## config.mk

```make
export PLATFORM = sky130hd
export DESIGN_NAME = reg_bus_sequencer
export DESIGN_NICKNAME = d
export VERILOG_FILES = /design/src/rtl/reg_bus_pkg.sv /design/src/rtl/reg_bus_sequencer_idx_decoder.sv /design/src/rtl/reg_bus_sequencer.sv
export SDC_FILE = /design/constraint.sdc
export NUM_CORES = 1
export LEC_CHECK = 0
export BUFFER_PORTS_ARGS = -buffer_cell sky130_fd_sc_hd__buf_4
export CORE_UTILIZATION = 52
export CTS_BUF_LIST = sky130_fd_sc_hd__clkbuf_4 sky130_fd_sc_hd__clkbuf_8
export DETAILED_ROUTE_END_ITERATION = 10
export GPL_TIMING_DRIVEN = 0
export PLACE_DENSITY = 0.88
export SLEW_MARGIN = 20
export SYNTH_ARGS = -nofsm -noshare
export SYNTH_HDL_FRONTEND = slang
export SYNTH_SLANG_ARGS = --single-unit
```

## constraint.sdc

```tcl
create_clock -name clk -period 1.6 [get_ports clk]
set_input_delay 0.32 -clock clk [delete_from_list [all_inputs] [get_ports clk]]
set_output_delay 0.32 -clock clk [all_outputs]
set_load 0.1 [all_outputs]
```

## src/rtl/reg_bus_pkg.sv

```systemverilog
// Shared types for the register-bus sequencer: command opcodes, FSM state
// encoding and the command legality rule used at acceptance.
package reg_bus_pkg;

  localparam logic OP_MOVE = 1'b0;
  localparam logic OP_SWAP = 1'b1;

  // IDLE waits for a command; MV is the single MOVE transfer; SW1..SW3 are
  // the three SWAP transfers through the temp register; ERR reports a reject.
  typedef enum logic [2:0] {
    IDLE = 3'd0,
    MV   = 3'd1,
    SW1  = 3'd2,
    SW2  = 3'd3,
    SW3  = 3'd4,
    ERR  = 3'd5
  } state_e;

  // A command is legal when every index it uses names a real register and the
  // indices it uses are pairwise distinct (no register transfers onto itself).
  function automatic logic cmd_is_legal(
    input logic        op,
    input int unsigned a,
    input int unsigned b,
    input int unsigned t,
    input int unsigned nreg
  );
    logic in_range;
    logic distinct;
    if (op == OP_MOVE) begin
      in_range = (a < nreg) && (b < nreg);
      distinct = (a != b);
    end else begin
      in_range = (a < nreg) && (b < nreg) && (t < nreg);
      distinct = (a != b) && (a != t) && (b != t);
    end
    return in_range && distinct;
  endfunction

endpackage

```

## src/rtl/reg_bus_sequencer_idx_decoder.sv

```systemverilog
// Register index to one-hot strobe decoder. The output is all-zero when the
// decoder is disabled or the index does not name an existing register.
module idx_decoder #(
  parameter int NREG = 4,
  parameter int IDXW = 2
) (
  input  logic [IDXW-1:0] idx,
  input  logic            en,
  output logic [NREG-1:0] onehot
);

  // Compare against each real register; out-of-range indices match nothing.
  always_comb begin
    // NOTE: default every combinational output first so no path leaves it
    // unassigned; an unassigned path would infer a latch.
    onehot = '0;
    for (int i = 0; i < NREG; i++) begin
      onehot[i] = en && (idx == IDXW'(i));
    end
  end

endmodule

```

## src/rtl/reg_bus_sequencer.sv

```systemverilog
// Command-driven sequencer for a single shared register bus. Accepts MOVE and
// SWAP commands over valid/ready and issues one bus transfer per cycle as
// one-hot drive (rout) and load (rin) strobes. Only the IDLE state accepts a
// command, so at most one command is ever in flight.
module reg_bus_sequencer
  import reg_bus_pkg::*;
#(
  parameter int NREG = 4,
  parameter int IDXW = 2
) (
  input  logic            clk,
  input  logic            rst,
  input  logic            cmd_valid,
  output logic            cmd_ready,
  input  logic            cmd_op,
  input  logic [IDXW-1:0] cmd_a,
  input  logic [IDXW-1:0] cmd_b,
  input  logic [IDXW-1:0] cmd_t,
  output logic [NREG-1:0] rout,
  output logic [NREG-1:0] rin,
  output logic            busy,
  output logic            done,
  output logic            err
);

  state_e          state_q, state_d;
  logic [IDXW-1:0] a_q, a_d;
  logic [IDXW-1:0] b_q, b_d;
  logic [IDXW-1:0] t_q, t_d;

  logic            accept;
  logic            legal;

  logic            rout_en, rin_en;
  logic [IDXW-1:0] rout_idx, rin_idx;

  // Handshake: ready only while idle; legality judged on the live fields.
  assign cmd_ready = (state_q == IDLE);
  assign accept    = cmd_valid && cmd_ready;
  assign legal     = cmd_is_legal(cmd_op, 32'(cmd_a), 32'(cmd_b), 32'(cmd_t),
                                  32'(NREG));

  // State and command-field registers; reset aborts any command in flight.
  always_ff @(posedge clk or posedge rst) begin
    if (rst) begin
      // NOTE: sequential state uses non-blocking assignments so every flop
      // samples the pre-edge values regardless of statement order.
      state_q <= IDLE;
      a_q     <= '0;
      b_q     <= '0;
      t_q     <= '0;
    end else begin
      state_q <= state_d;
      a_q     <= a_d;
      b_q     <= b_d;
      t_q     <= t_d;
    end
  end

  // Capture the command fields only on the accepting edge; hold otherwise.
  always_comb begin
    a_d = a_q;
    b_d = b_q;
    t_d = t_q;
    if (accept) begin
      a_d = cmd_a;
      b_d = cmd_b;
      t_d = cmd_t;
    end
  end

  // Next-state logic: each transfer state lasts exactly one cycle.
  always_comb begin
    state_d = state_q;
    case (state_q)
      IDLE: begin
        if (accept) begin
          if (!legal)                state_d = ERR;
          else if (cmd_op == OP_SWAP) state_d = SW1;
          else                        state_d = MV;
        end
      end
      MV:      state_d = IDLE;
      SW1:     state_d = SW2;
      SW2:     state_d = SW3;
      SW3:     state_d = IDLE;
      ERR:     state_d = IDLE;
      default: state_d = IDLE;
    endcase
  end

  // Moore output decode: which register drives, which loads, and the pulses.
  // SWAP goes t <= Y, then Y <= X, then X <= t.
  always_comb begin
    rout_en  = 1'b0;
    rin_en   = 1'b0;
    rout_idx = '0;
    rin_idx  = '0;
    done     = 1'b0;
    err      = 1'b0;
    case (state_q)
      MV: begin
        rout_en  = 1'b1;
        rout_idx = a_q;
        rin_en   = 1'b1;
        rin_idx  = b_q;
        done     = 1'b1;
      end
      SW1: begin
        rout_en  = 1'b1;
        rout_idx = b_q;
        rin_en   = 1'b1;
        rin_idx  = t_q;
      end
      SW2: begin
        rout_en  = 1'b1;
        rout_idx = a_q;
        rin_en   = 1'b1;
        rin_idx  = b_q;
      end
      SW3: begin
        rout_en  = 1'b1;
        rout_idx = t_q;
        rin_en   = 1'b1;
        rin_idx  = a_q;
        done     = 1'b1;
      end
      ERR: begin
        done = 1'b1;
        err  = 1'b1;
      end
      default: begin
        rout_en = 1'b0;
        rin_en  = 1'b0;
      end
    endcase
  end

  assign busy = (state_q != IDLE);

  idx_decoder #(.NREG(NREG), .IDXW(IDXW)) u_rout_dec (
    .idx    (rout_idx),
    .en     (rout_en),
    .onehot (rout)
  );

  idx_decoder #(.NREG(NREG), .IDXW(IDXW)) u_rin_dec (
    .idx    (rin_idx),
    .en     (rin_en),
    .onehot (rin)
  );

endmodule

```

==> Flow_metrics.wiki, run 1 <==
{| class="wikitable"
! Metric !! Value
|-
| Fraction of synthesized area in multiplexers || 0.0637
|-
| Register bit count reported by yosys || 9
|-
| Cells after Synth || 84
|-
| Buffer levels on the longest clock path || 2
|-
| Die Height || 38.9 µm
|-
| Run status || did not finish
|-
| Library cell occupying the most area in the post-synthesis netlist || sky130_fd_sc_hd__dfrtp_1
|-
| Number of levels in the clock H-tree || 1
|-
| Largest family of logic cells by synthesized area || compound AO/OA/AOI/OAI gates
|-
| Post-synth top area share || 0.319
|-
| Share of synthesized cell area in full adder, half adder and majority cells || 0
|-
| Combined area of all synthesized cells || 707 µm²
|-
| Proportion of synthesized chip area in sequential cells || 0.319
|-
| Count of standard-cell rows || 12
|-
| Postcts setup bufs || 9
|-
| TritonCTS sink count || 9
|-
| Last stage the flow got to || clock tree synthesis (4_1_cts)
|-
| Ports placed on the boundary || 22
|-
| HPWL Detailed || 1380 µm
|-
| CTS Root Cell || sky130_fd_sc_hd__clkbuf_4
|-
| Routability-driven placement congestion ratio || 0.772
|-
| Initial core utilization || 0.596
|-
| Area fraction in and, or, nand and nor cells after synthesis || 0.235
|-
| Worst-case setup slack after placement || -0.327 ns
|-
| Number of unique standard cell types used by synthesis || 31
|-
| Net Count, Synth || 94
|-
| Share of the synthesized area in compound gates (AO/OA/AOI/OAI) || 0.237
|-
| Fraction of synthesized cell area in xor and xnor cells || 0.0743
|-
| Post-Place Cell Area || 982 µm²
|-
| Clock buffers created by TritonCTS || 3
|-
| Number of input and output port buffers inserted || 21
|-
| Average cell area after synthesis || 8.42 µm²
|-
| Number of buffers added to fix hold violations after cts || 0
|-
| Horizontal extent of the die || 38.9 µm
|-
| CTS resizes || 41
|-
| Warning count from the yosys run || 0
|-
| Cell types with the largest area share after synthesis || sky130_fd_sc_hd__dfrtp_1 (32%), sky130_fd_sc_hd__xnor2_1 (7.4%), sky130_fd_sc_hd__o21ai_0 (7.1%)
|-
| Tool error || [ERROR DPL-0038] Utilization greater than 100%, impossible to legalize
|}
[per-stage QoR]
| step | util | setup TNS (ns) | cells | hold WS [ns] |
|---|---|---|---|---|
| after detailed placement | 0.828 | -1.94 | 119 | 0.296 |
| after floorplan | - | -5.46 | 84 | 0.148 |
| after global placement | 0.828 | -1.80 | 119 | 0.287 |
[cells by family after synthesis]
family / Yosys count
multiplexers: 3
flip-flops: 9
XOR/XNOR: 6
AND/OR/NAND/NOR: 30
buffers and inverters: 10
AO/OA/AOI/OAI: 26
[Yosys cell counts]
cell                        count
sky130_fd_sc_hd__nor2_1        11
sky130_fd_sc_hd__o21ai_0       10
sky130_fd_sc_hd__dfrtp_1        9
sky130_fd_sc_hd__inv_1          6
sky130_fd_sc_hd__xnor2_1        6
sky130_fd_sc_hd__nand2_1        5
sky130_fd_sc_hd__a21oi_1        3
sky130_fd_sc_hd__mux2_4         3
sky130_fd_sc_hd__nand2b_1       3
sky130_fd_sc_hd__nand3b_1       3
sky130_fd_sc_hd__a41oi_1        2
sky130_fd_sc_hd__and2b_1        2
sky130_fd_sc_hd__nor3_1         2
sky130_fd_sc_hd__o2bb2ai_1      2
sky130_fd_sc_hd__a21o_1         1
sky130_fd_sc_hd__a221oi_1       1
sky130_fd_sc_hd__a22oi_1        1
sky130_fd_sc_hd__a2bb2oi_1      1
sky130_fd_sc_hd__a32oi_1        1
sky130_fd_sc_hd__and2_1         1
sky130_fd_sc_hd__and2_4         1
sky130_fd_sc_hd__and3b_1        1
sky130_fd_sc_hd__buf_2          1
sky130_fd_sc_hd__buf_4          1
sky130_fd_sc_hd__buf_6          1
sky130_fd_sc_hd__clkbuf_1       1
sky130_fd_sc_hd__nor3_4         1
sky130_fd_sc_hd__o21a_1         1
sky130_fd_sc_hd__o21ai_1        1
sky130_fd_sc_hd__o22ai_1        1
sky130_fd_sc_hd__o31ai_1        1
==> inputs of run 2 (changes only) <==
--- a/config.mk
+++ b/config.mk
@@ -6,11 +6,11 @@
 export NUM_CORES = 1
 export LEC_CHECK = 0
 export BUFFER_PORTS_ARGS = -buffer_cell sky130_fd_sc_hd__buf_4
-export CORE_UTILIZATION = 52
-export CTS_BUF_LIST = sky130_fd_sc_hd__clkbuf_4 sky130_fd_sc_hd__clkbuf_8
+export CORE_AREA = 2 2 63 65
 export DETAILED_ROUTE_END_ITERATION = 10
+export DIE_AREA = 0 0 65 67
 export GPL_TIMING_DRIVEN = 0
-export PLACE_DENSITY = 0.88
+export PLACE_DENSITY_LB_ADDON = 0.15
 export SLEW_MARGIN = 20
 export SYNTH_ARGS = -nofsm -noshare
 export SYNTH_HDL_FRONTEND = slang
==> run 2 against run 1 <==
  * The flow now finishes, with violations (setup timing)
  * Synthesized cell count is the same
  * Synthesized area is the same
==> Flow_metrics.wiki, run 2 <==
{| class="wikitable"
! Metric !! Value
|-
| Run status || finished, violations left (was did not finish)
|-
| Violations in the final reports || setup timing
|-
| Via count of the first global-routing pass || 776
|-
| Clock buffers created by TritonCTS || 3 (unchanged)
|-
| Arrival time worst endpoint || 1.58 ns
|-
| Routability-driven placement congestion ratio || 0.674 (was 0.772)
|-
| Net Count, Synth || 94 (unchanged)
|-
| Count of standard-cell rows || 22 (was 12)
|-
| Max_slew headroom || 0.756
|-
| Via Count || 759
|-
| Ant. Diodes || 0
|-
| Primary flip-flop cell chosen by synthesis mapping || sky130_fd_sc_hd__dfrtp_1 (unchanged)
|-
| Worst path max stage delay || 0.44 ns
|-
| Req. time, crit path || 1.28 ns
|-
| Number of unique standard cell types used by synthesis || 31 (unchanged)
|-
| Leading cell types by count after synthesis || sky130_fd_sc_hd__nor2_1 (11), sky130_fd_sc_hd__o21ai_0 (10), sky130_fd_sc_hd__dfrtp_1 (9) (unchanged)
|-
| Library cell occupying the most area in the post-synthesis netlist || sky130_fd_sc_hd__dfrtp_1 (unchanged)
|-
| Number of levels in the clock H-tree || 1 (unchanged)
|-
| Final WS setup || -0.304 ns
|-
| Worst hold slack after final layout || 0.0590 ns
|-
| Wirelength, routed || 2180 µm
|-
| Beginning of the worst register-to-register path || state_q[2]$_DFFE_PP0P_
|-
| Number of remaining DRC errors || 0
|-
| Pin count of the biggest net entering global routing || 11
|-
| Shortest clock period the worst path allows after layout || 1.90 ns
|-
| Design Area, Final || 1420 µm²
|-
| Ports placed on the boundary || 22 (unchanged)
|-
| Post-Place Cell Area || 1020 µm² (was 982 µm²)
|-
| Worst-case setup slack after placement || -0.370 ns (was -0.327 ns)
|-
| Proportion of synthesized chip area in sequential cells || 0.319 (unchanged)
|-
| Post-synth top area share || 0.319 (unchanged)
|-
| Clock tree from TritonCTS || done
|-
| Top register by number of flip-flops || state_q
|-
| Hold crit path type || input pin to asynchronous set/reset pin
|-
| Antenna violations before repair || 0
|-
| Actual slew at the worst max-slew pin || 0.366 ns
|-
| RSZ-0062 raised after global routing || yes
|-
| Clock latency of the later-clocked register in the worst-skew pair || 0.23 ns
|-
| Number of setup violations in the final report || 15
|-
| Cell types with the largest area share after synthesis || sky130_fd_sc_hd__dfrtp_1 (32%), sky130_fd_sc_hd__xnor2_1 (7.4%), sky130_fd_sc_hd__o21ai_0 (7.1%) (unchanged)
|-
| Worst-path cell chain || and2b_2 -> o2bb2ai_4 -> o21a_4 -> nor2_4 -> buf_12
|-
| Cell with the largest stage delay on the worst path || sky130_fd_sc_hd__dfrtp_2
|-
| Combined area of all synthesized cells || 707 µm² (unchanged)
|-
| Layout Skew || 0.00320 ns
|-
| Number of input and output port buffers inserted || 21 (unchanged)
|-
| Layout cells sized above 1 || 0.636
|-
| Per-cell via count in the routed design || 4.49
|-
| Iteration-0 DRC Markers || 6
|-
| Flip-flop count of the largest register after layout || 3
|-
| Total Nets Final || 132
|-
| Horizontal extent of the die || 65 µm (was 38.9 µm)
|-
| Layout-stage area growth over the synthesis result || 101%
|-
| Average cell area after synthesis || 8.42 µm² (unchanged)
|-
| Critical Path Start Type || flop
|-
| Initial core utilization || 0.196 (was 0.596)
|-
| Post-route fraction of the period consumed by the critical path || 1.19
|-
| Warning count from the yosys run || 0 (unchanged)
|-
| Worst Reg-to-Reg Cells || 6
|-
| Reg2Reg Setup Slack || -0.10 ns
|-
| All-layer global routing usage || 0.111
|-
| 1st-pass router iterations || 4
|-
| CTS Root Cell || sky130_fd_sc_hd__clkbuf_8 (was sky130_fd_sc_hd__clkbuf_4)
|-
| HPWL Detailed || 1540 µm (was 1380 µm)
|-
| Max capacitance violation total || 0
|-
| Cell with the most instances after synthesis || sky130_fd_sc_hd__nor2_1 (unchanged)
|-
| Full die area || 4360 µm²
|-
| Leading cell type in the layout, fill and taps excluded || sky130_fd_sc_hd__buf_4
|-
| Maximum clock frequency || 0.525 GHz
|-
| Remaining number of nets flagged by the antenna check after routing || 0
|-
| Highest fanout seen on the critical path || 8
|-
| Routed len/inst || 12.9 µm
|-
| Cells after Synth || 84 (unchanged)
|-
| Die Height || 67 µm (was 38.9 µm)
|-
| Buffer levels on the longest clock path || 2 (unchanged)
|-
| Number of buffers added to fix hold violations after cts || 0 (unchanged)
|-
| Placeable core area || 3610 µm²
|-
| TritonCTS sink count || 9 (unchanged)
|-
| Reg2reg end || a_q[0]$_DFFE_PP0P_
|-
| Buffers and inverters on the worst path || 1
|-
| Clock transition at path regs || 0.05 ns
|-
| Final Max Slew Viols || 0
|-
| Worst Setup Path Type || flop to output port
|-
| Register bit count reported by yosys || 9 (unchanged)
|-
| Async SR Flop Fraction || 1.00 (unchanged)
|-
| Wire length of the first global-routing pass || 3660 µm
|-
| Filler Cells Inserted || 362
|-
| Final global-route overflow total || 0
|-
| Most frequent cells in the layout || sky130_fd_sc_hd__buf_4 (19), sky130_fd_sc_hd__buf_12 (12), sky130_fd_sc_hd__nor2_4 (8)
|-
| Kind of cell with the highest combined delay on the critical path || flip-flops
|-
| Fin. Hold Viols || 0
|-
| Count of flip-flops with a built-in enable after synthesis || 0 (unchanged)
|-
| Category of the worst setup path capture point || output port
|}
-- run 2: cell counts after synthesis --
Identical to the previous run, type by type.
-- run 2: what timing repair did --
| item | in CTS | in global routing |
|---|---|---|
| gates resized for setup | 58 | 8 |
| cloned | 0 | 0 |
| pin swaps | 10 | 3 |
| endpoints found under the setup margin | 12 | 16 |
| setup buffers | 9 | 5 |
-- run 2: how the worst max path moves through the flow --
stage | from | end | slack [ns] | cells past startpoint
finish | state_q[2]$_DFFE_PP0P_ | rin[2] | -0.30 | 5
global route | state_q[2]$_DFFE_PP0P_ | rout[2] | -0.35 | 6
CTS | state_q[2]$_DFFE_PP0P_ | rin[2] | -0.31 | 5
detailed placement | state_q[2]$_DFFE_PP0P_ | rin[2] | -0.37 | 5
global placement | state_q[2]$_DFFE_PP0P_ | rin[2] | -0.36 | 5
floorplan | state_q[1]$_DFFE_PP0P_ | busy | -0.74 | 2
-- run 2: logic make-up after synthesis --
| logic type | synth area share |
|---|---|
| xor+xnor | 0.0743 |
| buf+inv | 0.0708 |
| flops | 0.319 |
| compound gates | 0.237 |
| mux | 0.0637 |
| simple gates | 0.235 |
-- run 2: layer usage --
metal	up-vias	GRT usage	routed length, µm
met2	15	0.202	1140
met4	0	0.0399	0
li1	370	-	-
met3	0	0.0152	65
met5	-	0	0
met1	374	0.131	976
-- run 2: per-stage QoR --
step	instances	util	TNS, ns
global route	169	0.394	-3.91
global placement	153	0.284	-2.09
floorplan	84	-	-5.46
detailed placement	153	0.284	-2.09
finish	169	0.394	-2.98
CTS	165	0.375	-2.54
-- run 2: cell type report --
type / count / area (µm²) / area share
Sequential cell: 9 / 228 / 0.160
Timing Repair Buffer: 34 / 417 / 0.293
Buffer: 3 / 30.0 / 0.0211
Clock buffer: 4 / 45.0 / 0.0317
Tap cell: 48 / 60.1 / 0.0423
Inverter: 6 / 22.5 / 0.0159
Multi-Input combinational cell: 65 / 618 / 0.435
-- run 2: worst register-to-register path, delay by kind of cell (launching register included) --
family | cells | cell delay, ns
buf+inv | 3 | 0.40
flops | 1 | 0.44
mux | 1 | 0.31
simple gates | 2 | 0.44
Power of run 2 is not shown: default switching activity piles up to over one toggle a cycle in this logic, so the estimate is an artifact.
==> inputs of run 3 (changes only) <==
--- a/config.mk
+++ b/config.mk
@@ -11,6 +11,7 @@
 export DIE_AREA = 0 0 65 67
 export GPL_TIMING_DRIVEN = 0
 export PLACE_DENSITY_LB_ADDON = 0.15
+export SKIP_CTS_REPAIR_TIMING = 1
 export SLEW_MARGIN = 20
 export SYNTH_ARGS = -nofsm -noshare
 export SYNTH_HDL_FRONTEND = slang
==> run 3 against run 2 <==
  * Wire length decreased by 5.0%
  * Final cell count decreased by 3.6%
  * Critical endpoint unchanged
  * Worst hold slack better by 0.0015 ns
  * Cell area shrank 6.0%
  * Worst setup slack got worse by 0.049 ns
  * Die area unchanged
  * Non-clock buffer count shrank 6
  * The run still ends with setup timing left
  * Global-route usage shrank 1.6 points
  * Sequential share of layout area increased by 1.1 points
==> Flow_metrics.wiki, run 3 (same netlist as run 2, synthesis figures left out) <==
{| class="wikitable"
! Metric !! Value
|-
| Pin count of the biggest net entering global routing || 11 (unchanged)
|-
| Sequential cell area || 229 µm² (was 228 µm²)
|-
| Remaining number of nets flagged by the antenna check after routing || 0 (unchanged)
|-
| Req. time, crit path || 1.28 ns (about the same)
|-
| Iteration-0 DRC Markers || 3 (was 6)
|-
| Max_slew headroom || 0.754 (was 0.756)
|-
| Category of the worst setup path capture point || output port (unchanged)
|-
| Max capacitance violation total || 0 (unchanged)
|-
| 1st-pass router iterations || 5 (was 4)
|-
| All-layer global routing usage || 0.0951 (was 0.111)
|-
| Violations in the final reports || setup timing (unchanged)
|-
| Wirelength, routed || 2070 µm (was 2180 µm)
|-
| Count of non-filler cells in the finished layout || 163 (was 169)
|-
| TritonCTS sink count || 9 (unchanged)
|-
| Flip-flop count of the largest register after layout || 3 (unchanged)
|-
| Run status || finished, violations left (unchanged)
|-
| Die Height || 67 µm (unchanged)
|-
| Horizontal extent of the die || 65 µm (unchanged)
|-
| Ports placed on the boundary || 22 (unchanged)
|-
| Final WS setup || -0.353 ns (was -0.304 ns)
|-
| Initial core utilization || 0.196 (unchanged)
|-
| Count of standard-cell rows || 22 (unchanged)
|-
| Antenna violations before repair || 0 (unchanged)
|-
| Post-route fraction of the period consumed by the critical path || 1.22 (was 1.19)
|-
| Clock buffers created by TritonCTS || 3 (unchanged)
|-
| Layout Skew || 0.00444 ns (was 0.00320 ns)
|-
| Leading cell type in the layout, fill and taps excluded || sky130_fd_sc_hd__buf_4 (unchanged)
|-
| Clock transition at path regs || 0.05 ns (about the same)
|-
| Fin. Hold Viols || 0 (unchanged)
|-
| Arrival time worst endpoint || 1.63 ns (was 1.58 ns)
|-
| Per-cell via count in the routed design || 4.43 (was 4.49)
|-
| Final global-route overflow total || 0 (unchanged)
|-
| Final Max Slew Viols || 0 (unchanged)
|-
| Worst hold slack after final layout || 0.0606 ns (was 0.0590 ns)
|-
| Buffer levels on the longest clock path || 2 (unchanged)
|-
| Shortest clock period the worst path allows after layout || 1.95 ns (was 1.90 ns)
|-
| Clock latency of the later-clocked register in the worst-skew pair || 0.23 ns (about the same)
|-
| Total Nets Final || 126 (was 132)
|-
| Placeable core area || 3610 µm² (unchanged)
|-
| Ant. Diodes || 0 (unchanged)
|-
| RSZ-0062 raised after global routing || yes (unchanged)
|-
| Filler Cells Inserted || 357 (was 362)
|-
| Via count of the first global-routing pass || 674 (was 776)
|-
| Routed len/inst || 12.7 µm (was 12.9 µm)
|-
| Layout-stage area growth over the synthesis result || 88.8% (was 101%)
|-
| Number of input and output port buffers inserted || 21 (unchanged)
|-
| CTS Root Cell || sky130_fd_sc_hd__clkbuf_8 (unchanged)
|-
| Area occupied by multi-input gates || 612 µm² (was 618 µm²)
|-
| HPWL Detailed || 1540 µm (unchanged)
|-
| Actual slew at the worst max-slew pin || 0.369 ns (was 0.366 ns)
|-
| Routability-driven placement congestion ratio || 0.674 (unchanged)
|-
| Clock tree from TritonCTS || done (unchanged)
|-
| Top register by number of flip-flops || state_q (unchanged)
|-
| Number of remaining DRC errors || 0 (unchanged)
|-
| Number of setup violations in the final report || 10 (was 15)
|-
| Highest fanout seen on the critical path || 8 (unchanged)
|-
| Critical Path Start Type || flop (unchanged)
|-
| Most frequent cells in the layout || sky130_fd_sc_hd__buf_4 (14), sky130_fd_sc_hd__buf_6 (9), sky130_fd_sc_hd__nor2_4 (9) (was sky130_fd_sc_hd__buf_4 (19), sky130_fd_sc_hd__buf_12 (12), sky130_fd_sc_hd__nor2_4 (8))
|-
| Hold crit path type || input pin to asynchronous set/reset pin (unchanged)
|-
| Full die area || 4360 µm² (unchanged)
|-
| Maximum clock frequency || 0.512 GHz (was 0.525 GHz)
|-
| Number of levels in the clock H-tree || 1 (unchanged)
|-
| Wire length of the first global-routing pass || 3140 µm (was 3660 µm)
|-
| Worst Setup Path Type || flop to output port (unchanged)
|-
| Layout cells sized above 1 || 0.591 (was 0.636)
|-
| Via Count || 722 (was 759)
|-
| Cell count after placement || 153 (unchanged)
|}
[run 3: path summary, 6_finish.rpt]
kind                                        startpoint  slack [ns]                     end  cells after the start
worst max-delay path            state_q[2]$_DFFE_PP0P_       -0.35                  rin[2]                      5
worst min-delay path                               rst        0.06      t_q[0]$_DFFE_PP0P_                      2
worst max register to register  state_q[1]$_DFFE_PP0P_        0.04      a_q[0]$_DFFE_PP0P_                      6
worst min register to register      b_q[0]$_DFFE_PP0P_        0.56      b_q[0]$_DFFE_PP0P_                      2
max in group asynchronous                          rst        1.25  state_q[2]$_DFFE_PP0P_                      2
min in group clk                                cmd_op        0.32  state_q[0]$_DFFE_PP0P_                      2
[run 3: final cells by class]
cell class	count	share of cell area
plain buffers	4	0.0309
clock buffers	4	0.0337
inverters	6	0.0169
multi-input cells	65	0.458
flip-flops and latches	9	0.172
well taps	48	0.0450
repair buffers	27	0.244
[run 3: layer usage]
layer  vias to the layer above  share of wire  track usage
li1                        361              -            -
met1                       348           0.44        0.116
met2                        13           0.53        0.164
met3                         0          0.029       0.0169
met4                         0              0       0.0399
met5                         -              0            0
[run 3: metrics by stage]
stage | util | setup slack, ns | cell area (µm²) | TNS [ns]
after global placement | 0.284 | -0.365 | 1020 | -2.09
after global routing | 0.370 | -0.404 | 1340 | -3.33
after floorplan | - | -0.737 | 807 | -5.46
final | 0.370 | -0.353 | 1340 | -2.75
after detailed placement | 0.284 | -0.370 | 1020 | -2.09
after CTS | 0.297 | -0.623 | 1070 | -4.55
[run 3: worst max-delay path, stage by stage (launching register included)]
cell	delay [ns]
sky130_fd_sc_hd__dfrtp_2	0.47
sky130_fd_sc_hd__and2b_2	0.27
sky130_fd_sc_hd__o2bb2ai_4	0.14
sky130_fd_sc_hd__o21a_4	0.24
sky130_fd_sc_hd__nor2_4	0.10
sky130_fd_sc_hd__buf_12	0.18
Power of run 3 is left out for the same reason.
